## src/rtl/ikbd_uart_pkg.sv

```systemverilog
// Shared constants and FSM state types for the IKBD serial endpoint.
package ikbd_uart_pkg;

    localparam int unsigned OVS        = 16;  // oversample ticks per bit
    localparam int unsigned FRAME_BITS = 10;  // start + 8 data + stop
    localparam int unsigned DATA_W     = 8;

    typedef enum logic [0:0] {
        TX_IDLE,
        TX_SHIFT
    } tx_state_t;

    typedef enum logic [2:0] {
        RX_IDLE,
        RX_START,
        RX_DATA,
        RX_STOP,
        RX_WAIT_IDLE
    } rx_state_t;

endpackage

```

## src/rtl/ikbd_uart_txfifo.sv

```systemverilog
// Transmit byte FIFO with wrap-bit pointers; full/empty are registered flags.
module ikbd_uart_txfifo #(
    parameter int unsigned DEPTH = 4,
    parameter int unsigned WIDTH = 8
) (
    input  logic             clk,
    input  logic             reset_n,
    input  logic             push,
    input  logic [WIDTH-1:0] push_data,
    input  logic             pop,
    output logic [WIDTH-1:0] pop_data_c,
    output logic             full,
    output logic             empty,
    output logic             empty_nxt_c
);

    localparam int unsigned AW = (DEPTH > 1) ? $clog2(DEPTH) : 1;
    localparam int unsigned PW = AW + 1;

    logic [PW-1:0]    wr_ptr;
    logic [PW-1:0]    rd_ptr;
    logic [PW-1:0]    wr_ptr_nxt;
    logic [PW-1:0]    rd_ptr_nxt;
    logic [WIDTH-1:0] mem [DEPTH];
    logic             push_ok_c;
    logic             pop_ok_c;

    // Full is the registered flag, so a push while full is dropped even on a pop cycle
    assign push_ok_c   = push && !full;
    assign pop_ok_c    = pop && !empty;
    assign wr_ptr_nxt  = wr_ptr + PW'(push_ok_c);
    assign rd_ptr_nxt  = rd_ptr + PW'(pop_ok_c);
    assign empty_nxt_c = (wr_ptr_nxt == rd_ptr_nxt);
    assign pop_data_c  = mem[rd_ptr[AW-1:0]];

    // Pointer and flag registers
    always_ff @(posedge clk or negedge reset_n) begin
        if (!reset_n) begin
            wr_ptr <= '0;
            rd_ptr <= '0;
            full   <= 1'b0;
            empty  <= 1'b1;
        end else begin
            wr_ptr <= wr_ptr_nxt;
            rd_ptr <= rd_ptr_nxt;
            full   <= ((wr_ptr_nxt - rd_ptr_nxt) == PW'(DEPTH));
            empty  <= empty_nxt_c;
        end
    end

    // Storage write
    always_ff @(posedge clk) begin
        if (push_ok_c) begin
            mem[wr_ptr[AW-1:0]] <= push_data;
        end
    end

endmodule

```

## src/rtl/ikbd_uart.sv

```systemverilog
// Keyboard-side 8N1 serial endpoint of the IKBD link (16x oversampled).
// Optional RX glitch filter: define IKBD_UART_RX_FILTER_EN.
module ikbd_uart
    import ikbd_uart_pkg::*;
#(
    parameter int unsigned TICK_DIV = 64,
    parameter int unsigned TX_DEPTH = 4
) (
    input  logic              clk,
    input  logic              reset_n,
    input  logic [DATA_W-1:0] tx_data,
    input  logic              tx_strobe,
    output logic              tx_full,
    output logic              tx_busy,
    output logic              ikbd_tx,
    input  logic              ikbd_rx,
    output logic [DATA_W-1:0] rx_data,
    output logic              rx_valid,
    output logic              rx_frame_err
);

    localparam int unsigned TW  = (TICK_DIV > 1) ? $clog2(TICK_DIV) : 1;
    localparam int unsigned OW  = $clog2(OVS);
    localparam int unsigned BW  = $clog2(FRAME_BITS);
    localparam int unsigned DBW = $clog2(DATA_W);

    logic [TW-1:0] tick_cnt;
    logic          tick_c;

    assign tick_c = (tick_cnt == TW'(TICK_DIV - 1));

    // Free-running oversample tick generator
    always_ff @(posedge clk or negedge reset_n) begin
        if (!reset_n)    tick_cnt <= '0;
        else if (tick_c) tick_cnt <= '0;
        else             tick_cnt <= tick_cnt + TW'(1);
    end

    logic              fifo_pop_c;
    logic              fifo_empty;
    logic              fifo_empty_nxt_c;
    logic [DATA_W-1:0] fifo_rd_data_c;

    ikbd_uart_txfifo #(
        .DEPTH (TX_DEPTH),
        .WIDTH (DATA_W)
    ) u_txfifo (
        .clk         (clk),
        .reset_n     (reset_n),
        .push        (tx_strobe),
        .push_data   (tx_data),
        .pop         (fifo_pop_c),
        .pop_data_c  (fifo_rd_data_c),
        .full        (tx_full),
        .empty       (fifo_empty),
        .empty_nxt_c (fifo_empty_nxt_c)
    );

    tx_state_t             tx_state, tx_state_nxt;
    logic [FRAME_BITS-1:0] tx_shift, tx_shift_nxt;
    logic [BW-1:0]         tx_bit, tx_bit_nxt;
    logic [OW-1:0]         tx_ovs, tx_ovs_nxt;
    logic                  ikbd_tx_nxt;
    logic                  tx_busy_nxt;
    logic                  tx_load_c;

    // TX next state: load on tick when data waits, reload back-to-back after the stop bit
    always_comb begin
        tx_state_nxt = tx_state;
        tx_shift_nxt = tx_shift;
        tx_bit_nxt   = tx_bit;
        tx_ovs_nxt   = tx_ovs;
        ikbd_tx_nxt  = ikbd_tx;
        tx_load_c    = 1'b0;
        if (tick_c) begin
            case (tx_state)
                TX_IDLE: tx_load_c = !fifo_empty;
                TX_SHIFT: begin
                    if (tx_ovs == OW'(OVS - 1)) begin
                        tx_ovs_nxt = '0;
                        if (tx_bit == BW'(FRAME_BITS - 1)) begin
                            tx_load_c = !fifo_empty;
                            if (fifo_empty) begin
                                tx_state_nxt = TX_IDLE;
                                ikbd_tx_nxt  = 1'b1;
                            end
                        end else begin
                            tx_shift_nxt = {1'b1, tx_shift[FRAME_BITS-1:1]};
                            tx_bit_nxt   = tx_bit + BW'(1);
                            ikbd_tx_nxt  = tx_shift[1];
                        end
                    end else begin
                        tx_ovs_nxt = tx_ovs + OW'(1);
                    end
                end
                default: tx_state_nxt = TX_IDLE;
            endcase
            if (tx_load_c) begin
                tx_state_nxt = TX_SHIFT;
                tx_shift_nxt = {1'b1, fifo_rd_data_c, 1'b0};
                tx_bit_nxt   = '0;
                tx_ovs_nxt   = '0;
                ikbd_tx_nxt  = 1'b0;
            end
        end
    end

    assign fifo_pop_c  = tx_load_c;
    assign tx_busy_nxt = (tx_state_nxt == TX_SHIFT) || !fifo_empty_nxt_c;

    // TX state register
    always_ff @(posedge clk or negedge reset_n) begin
        if (!reset_n) begin
            tx_state <= TX_IDLE;
            tx_shift <= '1;
            tx_bit   <= '0;
            tx_ovs   <= '0;
            ikbd_tx  <= 1'b1;
            tx_busy  <= 1'b0;
        end else begin
            tx_state <= tx_state_nxt;
            tx_shift <= tx_shift_nxt;
            tx_bit   <= tx_bit_nxt;
            tx_ovs   <= tx_ovs_nxt;
            ikbd_tx  <= ikbd_tx_nxt;
            tx_busy  <= tx_busy_nxt;
        end
    end

    logic [1:0] rx_sync;
    logic       rx_line;

    // Two-flop synchronizer for the asynchronous line
    always_ff @(posedge clk or negedge reset_n) begin
        if (!reset_n) rx_sync <= 2'b11;
        else          rx_sync <= {rx_sync[0], ikbd_rx};
    end

`ifdef IKBD_UART_RX_FILTER_EN
    localparam int unsigned FILT_N = 4;

    logic [FILT_N-1:0] rx_filt;
    logic [FILT_N-1:0] rx_filt_nxt_c;

    assign rx_filt_nxt_c = {rx_filt[FILT_N-2:0], rx_sync[1]};

    // Majority-free glitch filter: line only moves when all tick samples agree
    always_ff @(posedge clk or negedge reset_n) begin
        if (!reset_n) begin
            rx_filt <= '1;
            rx_line <= 1'b1;
        end else if (tick_c) begin
            rx_filt <= rx_filt_nxt_c;
            if (&rx_filt_nxt_c)       rx_line <= 1'b1;
            else if (~|rx_filt_nxt_c) rx_line <= 1'b0;
        end
    end
`else
    assign rx_line = rx_sync[1];
`endif

    rx_state_t          rx_state, rx_state_nxt;
    logic [OW-1:0]      rx_ovs, rx_ovs_nxt;
    logic [DBW-1:0]     rx_bit, rx_bit_nxt;
    logic [DATA_W-1:0]  rx_shift, rx_shift_nxt;
    logic [DATA_W-1:0]  rx_data_nxt;
    logic               rx_valid_nxt;
    logic               rx_frame_err_nxt;

    // RX next state: mid-bit sampling from start detection, error waits for idle line
    always_comb begin
        rx_state_nxt     = rx_state;
        rx_ovs_nxt       = rx_ovs;
        rx_bit_nxt       = rx_bit;
        rx_shift_nxt     = rx_shift;
        rx_data_nxt      = rx_data;
        rx_valid_nxt     = 1'b0;
        rx_frame_err_nxt = 1'b0;
        if (tick_c) begin
            case (rx_state)
                RX_IDLE: begin
                    if (!rx_line) begin
                        rx_state_nxt = RX_START;
                        rx_ovs_nxt   = '0;
                    end
                end
                RX_START: begin
                    if (rx_ovs == OW'(OVS / 2 - 1)) begin
                        rx_ovs_nxt   = '0;
                        rx_bit_nxt   = '0;
                        rx_state_nxt = rx_line ? RX_IDLE : RX_DATA;
                    end else begin
                        rx_ovs_nxt = rx_ovs + OW'(1);
                    end
                end
                RX_DATA: begin
                    if (rx_ovs == OW'(OVS - 1)) begin
                        rx_ovs_nxt   = '0;
                        rx_shift_nxt = {rx_line, rx_shift[DATA_W-1:1]};
                        if (rx_bit == DBW'(DATA_W - 1)) rx_state_nxt = RX_STOP;
                        else                            rx_bit_nxt   = rx_bit + DBW'(1);
                    end else begin
                        rx_ovs_nxt = rx_ovs + OW'(1);
                    end
                end
                RX_STOP: begin
                    if (rx_ovs == OW'(OVS - 1)) begin
                        rx_ovs_nxt = '0;
                        if (rx_line) begin
                            rx_data_nxt  = rx_shift;
                            rx_valid_nxt = 1'b1;
                            rx_state_nxt = RX_IDLE;
                        end else begin
                            rx_frame_err_nxt = 1'b1;
                            rx_state_nxt     = RX_WAIT_IDLE;
                        end
                    end else begin
                        rx_ovs_nxt = rx_ovs + OW'(1);
                    end
                end
                RX_WAIT_IDLE: begin
                    if (rx_line) rx_state_nxt = RX_IDLE;
                end
                default: rx_state_nxt = RX_IDLE;
            endcase
        end
    end

    // RX state and output registers
    always_ff @(posedge clk or negedge reset_n) begin
        if (!reset_n) begin
            rx_state     <= RX_IDLE;
            rx_ovs       <= '0;
            rx_bit       <= '0;
            rx_shift     <= '0;
            rx_data      <= '0;
            rx_valid     <= 1'b0;
            rx_frame_err <= 1'b0;
        end else begin
            rx_state     <= rx_state_nxt;
            rx_ovs       <= rx_ovs_nxt;
            rx_bit       <= rx_bit_nxt;
            rx_shift     <= rx_shift_nxt;
            rx_data      <= rx_data_nxt;
            rx_valid     <= rx_valid_nxt;
            rx_frame_err <= rx_frame_err_nxt;
        end
    end

endmodule

```

## config.mk

```make
export PLATFORM = sky130hd
export DESIGN_NAME = ikbd_uart
export DESIGN_NICKNAME = d
export VERILOG_FILES = /design/src/rtl/ikbd_uart_pkg.sv /design/src/rtl/ikbd_uart_txfifo.sv /design/src/rtl/ikbd_uart.sv
export SDC_FILE = /design/constraint.sdc
export NUM_CORES = 1
export LEC_CHECK = 0
export BUFFER_PORTS_ARGS = -buffer_cell sky130_fd_sc_hd__buf_2
export CAP_MARGIN = 20
export CORE_ASPECT_RATIO = 0.9
export CORE_MARGIN = 2
export CORE_UTILIZATION = 40
export DETAILED_ROUTE_END_ITERATION = 10
export HOLD_SLACK_MARGIN = 0.06
export PLACE_DENSITY = 0.64
export SLEW_MARGIN = 40
export SYNTH_ARGS = -nofsm -noshare
export SYNTH_HDL_FRONTEND = slang
export SYNTH_HIERARCHICAL = 1
export SYNTH_SLANG_ARGS = --single-unit
```

## constraint.sdc

```tcl
create_clock -name clk -period 7.65 [get_ports clk]
set_input_delay 0.3825 -clock clk [delete_from_list [all_inputs] [get_ports clk]]
set_output_delay 0.3825 -clock clk [all_outputs]
set_load 0.03 [all_outputs]
```

# After elaboration in Yosys (flattened, before gate mapping)
# Memories as Yosys holds them, arrays and structs flattened.
# Cells that the tools add are included.
[word_totals] ram_bits=32 out_inout_bits=13 regBits=65 memories=1 in_bits=12 elab_cells=125
[classes] bitwise_logic=1 n_eq_ne=21 n_reduce_logical=20 muxes=55 addsub=8
[mem_list] name="u_txfifo.mem" depth=4 width=8 rd=1 rd_clocked_by_memory_dff=0 write_ports=1 line="ikbd_uart_txfifo.sv:24" rtl="logic [WIDTH-1:0] mem [DEPTH];"
[op_table] operator="10-bit 2-to-1 mux" n=4
[op_table] operator="4-bit 2-to-1 mux" n=10
[op_table] operator="3-bit 2-to-1 mux" n=10
[op_table] operator="1-bit 2-to-1 mux" n=25
[op_table] operator="3-bit case mux with 5 select lines" n=1
[op_table] operator="2-bit != test, second input constant" n=7
[op_table] operator="4-bit by 1-bit adder with 4-bit output, second input constant" n=3
[op_table] operator="4-bit == test, second input constant" n=3
[op_table] operator="4-bit case mux with 3 select lines" n=1
[op_table] operator="4-bit AND reduction" n=3
[op_table] operator="3-bit == test, second input constant" n=3
[op_table] operator="7-bit AND reduction" n=1
[op_table] operator="3-bit by 1-bit adder with 3-bit output" n=2
[op_table] operator="6-bit by 1-bit adder with 6-bit output, second input constant" n=1
[op_table] operator="3-bit by 2-bit == test with 1-bit output, second input constant" n=2
[op_table] operator="6-bit == test, second input constant" n=1
[op_table] operator="6-bit 2-to-1 mux" n=1
[op_table] operator="3-bit case mux with 2 select lines" n=1
[op_table] operator="3-bit AND reduction" n=2
[op_table] operator="2-bit nonzero test" n=3
[op_table] operator="5-bit AND reduction" n=1
[op_table] operator="4-bit by 3-bit == test with 1-bit output, second input constant" n=1
[op_table] operator="3-bit by 1-bit adder with 3-bit output, second input constant" n=1
[op_table] operator="3-bit by 1-bit == test with 1-bit output, second input constant" n=1
[op_table] operator="14 further kinds" n=17

# Longest topological paths before layout
[depth] word_depth=11 ltp_mapped=14 depth_no_buf=14

# Hierarchy
# Netlist, hierarchy kept.
[modules_own_cells] module="ikbd_uart" area_each_um2=2685.1 seq_area_each_um2=1390.1 n_inst=1 cells_per_inst=226
[modules_own_cells] module="ikbd_uart_txfifo" area_each_um2=1540.2 seq_area_each_um2=1162.4 n_inst=1 cells_per_inst=73

# Least setup slack after synthesis
# No wires, ideal clock.
[synth_timing] path_kind="register to register" from="reg tick_cnt[0]" to="reg tx_busy" arrival_ns=2.396 path_buffers=1 synth_period_minus_slack_ns=2.520 setup_slack_ns=5.130 path_stages_with_launch=14 setup_time_ns=0.124 path_cell_list="dfrtp_1 -> ha_1 -> and2_0 -> buf_2 -> nand2_4 -> nor2_1 -> nor2b_1 -> ha_1 -> ha_1 -> inv_1 -> ha_1 -> and3_1 -> inv_1 -> or2_1"
[synth_via] elab_chain_len=7 word_cells_on_any_way=8 classes_between="add/sub (1); eq/ne (2); mux (2); reduce/logical (3)"
[synth_lines] element="from (decl)" line="ikbd_uart.sv:27" rtl="logic [TW-1:0] tick_cnt;"
[synth_lines] element="from (signal assigned)" line="ikbd_uart.sv:36" rtl="else tick_cnt <= tick_cnt + TW'(1);"
[synth_lines] element="6-bit == test" line="ikbd_uart.sv:30" rtl="assign tick_c = (tick_cnt == TW'(TICK_DIV - 1));"
[synth_lines] element="1-bit 2-to-1 mux" line="ikbd_uart.sv:75" rtl="if (tick_c) begin"
[synth_lines] element="named net fifo_pop_c" line="ikbd_uart.sv:39" rtl="logic fifo_pop_c;"
[synth_lines] element="1-bit logical AND" line="ikbd_uart_txfifo.sv:30" rtl="assign pop_ok_c = pop && !empty;"
[synth_lines] element="3-bit by 1-bit adder with 3-bit output" line="ikbd_uart_txfifo.sv:32" rtl="assign rd_ptr_nxt = rd_ptr + PW'(pop_ok_c);"
[synth_lines] element="named net u_txfifo.rd_ptr_nxt[1]" line="ikbd_uart_txfifo.sv:23" rtl="logic [PW-1:0] rd_ptr_nxt;"
[synth_lines] element="3-bit == test" line="ikbd_uart_txfifo.sv:33" rtl="assign empty_nxt_c = (wr_ptr_nxt == rd_ptr_nxt);"
[synth_lines] element="named net fifo_empty_nxt_c" line="ikbd_uart.sv:41" rtl="logic fifo_empty_nxt_c;"
[synth_lines] element="1-bit logical NOT" line="ikbd_uart.sv:109" rtl="assign tx_busy_nxt = (tx_state_nxt == TX_SHIFT) || !fifo_empty_nxt_c;"
[synth_lines] element="1-bit logical OR" line="ikbd_uart.sv:109"
[synth_lines] element="named net tx_busy_nxt" line="ikbd_uart.sv:64" rtl="logic tx_busy_nxt;"
[synth_lines] element="to (signal assigned)" line="ikbd_uart.sv:126" rtl="tx_busy <= tx_busy_nxt;"
[synth_lines] element="to (decl)" line="ikbd_uart.sv:14" rtl="output logic tx_busy,"
# The timed path passes the listed nets, and every way through them passes these cells.
# A chain may end at the register's enable or synchronous reset.

# Worst setup path in the final report
# Ends and elaborated chain as after synthesis.

==> metrics.log <==
[metrics] synthesis warning total: 6
[metrics] final slew viol count: 0
[metrics] post-layout net count: 350
[metrics] met3 track utilization from global routing: 2.87%
[metrics] maximum number of pins on one net before global-route repair: 64
[metrics] H-tree level count: 3
[metrics] Pwr Density: roughly 250 nW/um^2
[metrics] proportion of synthesized chip area in sequential cells: between 60% and 70%
[metrics] slowest stage delay, CP: about 0.4 ns
[metrics] Distinct cells, synth: between 60 and 70
[metrics] share of final-layout standard cells stronger than drive strength 1: a little under a third
[metrics] cell at the root of the clock tree: sky130_fd_sc_hd__clkbuf_16
[metrics] Total Routing Usage GR: around an eighth
[metrics] diode count: 0
[metrics] number of cells produced by synthesis: 299
[metrics] setup bufs post-CTS: 0
[metrics] combinational power share: around 11%
[metrics] start-to-end type of the worst setup path: reg2reg
[metrics] post-synthesis net count: around 320
[metrics] aggregate global routing overflow: 0
[metrics] f_max: approximately 0.35 GHz
[metrics] leading cell type in the layout, fill and taps excluded: sky130_fd_sc_hd__dfrtp_1
[metrics] commonest cells after routing, fill and taps aside: sky130_fd_sc_hd__dfrtp_1, sky130_fd_sc_hd__edfxtp_1, sky130_fd_sc_hd__mux2_2
[metrics] most used flip-flop cell after synthesis: sky130_fd_sc_hd__dfrtp_1
[metrics] Worst path top cell family by delay: simple AND/OR/NAND/NOR gates
[metrics] met2 routing resource usage after global routing: 19.7%
[metrics] wire length after detailed routing: between 7000 and 8000 microns
[metrics] Synth Area per Inst: roughly 14 sq um
[metrics] internal power summed over all cells: 890 uW
[metrics] clock period minus worst slack: between 2 and 3 ns
[metrics] total of max-cap violations: 0
[metrics] total number of vias: around 2400
[metrics] clock sink total: 95
[metrics] Initial Utilization: about two fifths
[metrics] die area: 11400 sq um
[metrics] final number of hold-violating endpoints: 0
[metrics] outcome: finished, final reports clean
[metrics] sequential fraction of design power: between 50 and 60%
[metrics] most area-consuming cells after synthesis: sky130_fd_sc_hd__dfrtp_1, sky130_fd_sc_hd__edfxtp_1, sky130_fd_sc_hd__mux2_2, sky130_fd_sc_hd__dfstp_2, sky130_fd_sc_hd__mux4_2
[metrics] first-iteration detailed-routing DRC count: 64
[metrics] final number of setup-violating endpoints: 0
[metrics] initial antenna violation count: 0
[metrics] worst min-delay path class: in2async
[metrics] height of the die: between 100 and 150 microns
[metrics] tightest slew margin relative to the limit: roughly 48%
[metrics] CTS Buf Count: 9
[metrics] count of flip-flops with a built-in enable after synthesis: 32
[metrics] share of flip-flops with an asynchronous set or reset after synthesis: approximately 66%
[metrics] post-cts repair resize count: 0
[metrics] RR Startpoint: tick_cnt[0]
[metrics] via density per instance: roughly 5.3
[metrics] Placement Rows: 35
[metrics] Leakage: ~2.0 nW
[metrics] RSZ-0062 raised after global routing: no
[metrics] drt pass-1 iters: 5
[metrics] WP buf/inv: 1
[metrics] setup skew after layout: 0.00983 ns
[metrics] final cycle utilization of the critical path: between 30% and 40%
[metrics] slowest library cell on the worst path: sky130_fd_sc_hd__dfrtp_1
[metrics] remaining antenna violation count after routing: 0
[metrics] DRC: 0
[metrics] area overhead of the layout relative to synthesis: 13.3%
[metrics] most used cell, CP: sky130_fd_sc_hd__ha_1
[metrics] fillers: slightly above 900
[metrics] power dissipated by switching net loads: ~290 uW
[metrics] routability congestion estimate: 0.811
[metrics] count of input and output buffers: 24
[metrics] most area-hungry cell type in the Yosys netlist: sky130_fd_sc_hd__dfrtp_1
[metrics] top-area cell type share of the netlist area: 30.2%
[metrics] Cell Area, Synth: approximately 4200 sq um
[metrics] Setup crit end kind: register
[metrics] first-pass GRT wire length: 12000 microns
[metrics] half-perimeter wire length of the detailed placement result: roughly 4700 microns
[metrics] flop-to-flop setup slack: just under 5 ns
[metrics] wire per inst: approximately 15 microns
[metrics] clock network fraction of total power: between 30 and 40%
[metrics] maximum vdd ir drop: 0.162 mV
[metrics] x dimension of the die: 112 microns
[metrics] crit-path cells: ha_1 -> and2_0 -> nand2_4 -> nor2_1 -> nor2b_1 -> ha_1 -> ha_1 -> xor2_1 -> xnor2_1 -> and3_1 -> inv_1 -> or2_1
[metrics] transition time at the pin with the least slew margin: slightly below 0.8 ns
[metrics] worst skew pair latency: between 0.3 and 0.4 ns
[metrics] Startpoint Class: register
[metrics] worst path arrival time: 3.04 ns
[metrics] worst-case setup margin in the final layout: roughly 4.8 ns
[metrics] switching part of the total power: between 20 and 25%
[metrics] Worst R2R End: tx_busy
[metrics] Place WS: 4.86 ns
[metrics] clock tree from TritonCTS: yes
[metrics] number of top-level pins: 25
[metrics] via count of the first global-routing pass: about 2400
[metrics] register bit count reported by yosys: 95
[metrics] clock input transition at the sequential cells of the worst setup and hold paths: ~0.070 ns
[metrics] total power: about 1.2 mW
[metrics] clock tree buffer depth: 2
[metrics] met1 demand-to-capacity share in global routing: roughly a fifth
[metrics] fin util: between 40 and 50%
[metrics] grt peak-use layer: met2
[metrics] maximum net fanout on the critical path: 6
[metrics] Hold Buf Count CTS: 0
[metrics] Std-Cell Core Area: approximately 10000 sq um
[metrics] Worst EP required: approximately 8 ns
[metrics] sum of negative setup slack: 0 ns
[metrics] path depth of the worst reg2reg path: 12
cell usage after synthesis (4+ instances only):
cell type / n
sky130_fd_sc_hd__dfrtp_1: 51
sky130_fd_sc_hd__edfxtp_1: 32
sky130_fd_sc_hd__mux2_2: 31
sky130_fd_sc_hd__dfstp_2: 12
sky130_fd_sc_hd__ha_1: 12
sky130_fd_sc_hd__nand3_1: 12
sky130_fd_sc_hd__nor2_1: 12
sky130_fd_sc_hd__inv_1: 10
sky130_fd_sc_hd__o21ai_0: 10
sky130_fd_sc_hd__mux4_2: 8
sky130_fd_sc_hd__nand2_1: 8
sky130_fd_sc_hd__nor3_1: 7
sky130_fd_sc_hd__buf_2: 6
sky130_fd_sc_hd__a21oi_1: 5
sky130_fd_sc_hd__a22o_1: 5
sky130_fd_sc_hd__nor2b_1: 5
sky130_fd_sc_hd__xor2_1: 5
sky130_fd_sc_hd__and2_1: 4
sky130_fd_sc_hd__and3_1: 4
sky130_fd_sc_hd__xnor2_1: 4
metal layers:
layer	wire (microns)	part of all wire, %	vias up
met5	0	0	-
met4	92	1.3	0
met3	142	2.0	8
met2	3090	44	24
met1	3700	53	1211
li1	-	-	1178
area by class of cell:
type                    count  area, sq um  share of cell area (%)
inverters                  10         37.5                   0.784
well taps                 129          161                    3.37
clock buffers               9          225                    4.71
multi-input cells         184         1590                    33.2
repair buffers             26          139                    2.90
flip-flops and latches     95         2550                    53.3
clock inverters             7         83.8                    1.75
per-stage QoR:
stage	hold WS, ns	std cells	cell area (sq um)
floorplan	0.0869	299	4230
global placement	0.346	444	4470
detailed placement	0.349	444	4470
CTS	0.131	460	4780
global route	0.123	460	4790
finish	0.124	460	4790
registers in the layout, summed over array words and instances (netlist names), 2 cells and up:
register and cells:
rx_bit 3, rx_data 8, rx_ovs 4, rx_shift 8, rx_state 3, rx_sync 2
tick_cnt 6, tx_bit 4, tx_ovs 4, tx_shift 8, u_txfifo/mem 32, u_txfifo/rd_ptr 3
u_txfifo/wr_ptr 3
power groups by stage:
stage | clock network (mW) | logic [mW] | registers [mW]
finish | 0.456 | 0.131 | 0.593
global route | 0.497 | 0.145 | 0.597
CTS | 0.471 | 0.133 | 0.593
detailed placement | 0 | 0.132 | 0.604
global placement | 0 | 0.130 | 0.602
floorplan | 0 | 0.0874 | 0.603
worst reg2reg max path: cells and delay by family, from the launching register on:
family	cells	cell delay (ns)
AND/OR/NAND/NOR	6	1.29
adder cells (fa/ha/maj)	3	0.59
flip-flops	1	0.41
XOR/XNOR	2	0.39
buffers and inverters	1	0.04
logic make-up (layout without fill, tap and decap cells):
| family | count (synthesis) | in the layout | share of synthesized area [%] |
|---|---|---|---|
| simple gates | 79 | 79 | 11.4 |
| xor+xnor | 9 | 9 | 1.87 |
| flops | 95 | 95 | 60.4 |
| fa+ha+maj | 12 | 12 | 3.55 |
| compound gates | 42 | 42 | 7.52 |
| mux | 42 | 42 | 13.2 |
| buf+inv | 20 | 52 | 2.04 |
worst max-delay path by stage:
| stage | slack (ns) | cells past startpoint | startpoint | to |
|---|---|---|---|---|
| 6_report | 4.83 | 12 | tick_cnt[0] | tx_busy |
| 5_1_grt | 4.58 | 12 | tick_cnt[0] | tx_busy |
| 4_1_cts | 4.82 | 12 | tick_cnt[0] | tx_busy |
| 3_5_place_dp | 4.86 | 12 | tick_cnt[0] | tx_busy |
| 3_3_place_gp | 4.94 | 12 | tick_cnt[0] | tx_busy |
| 2_1_floorplan | 5.13 | 13 | tick_cnt[0] | tx_busy |
Note: power is estimated with default switching activity, not from simulation.
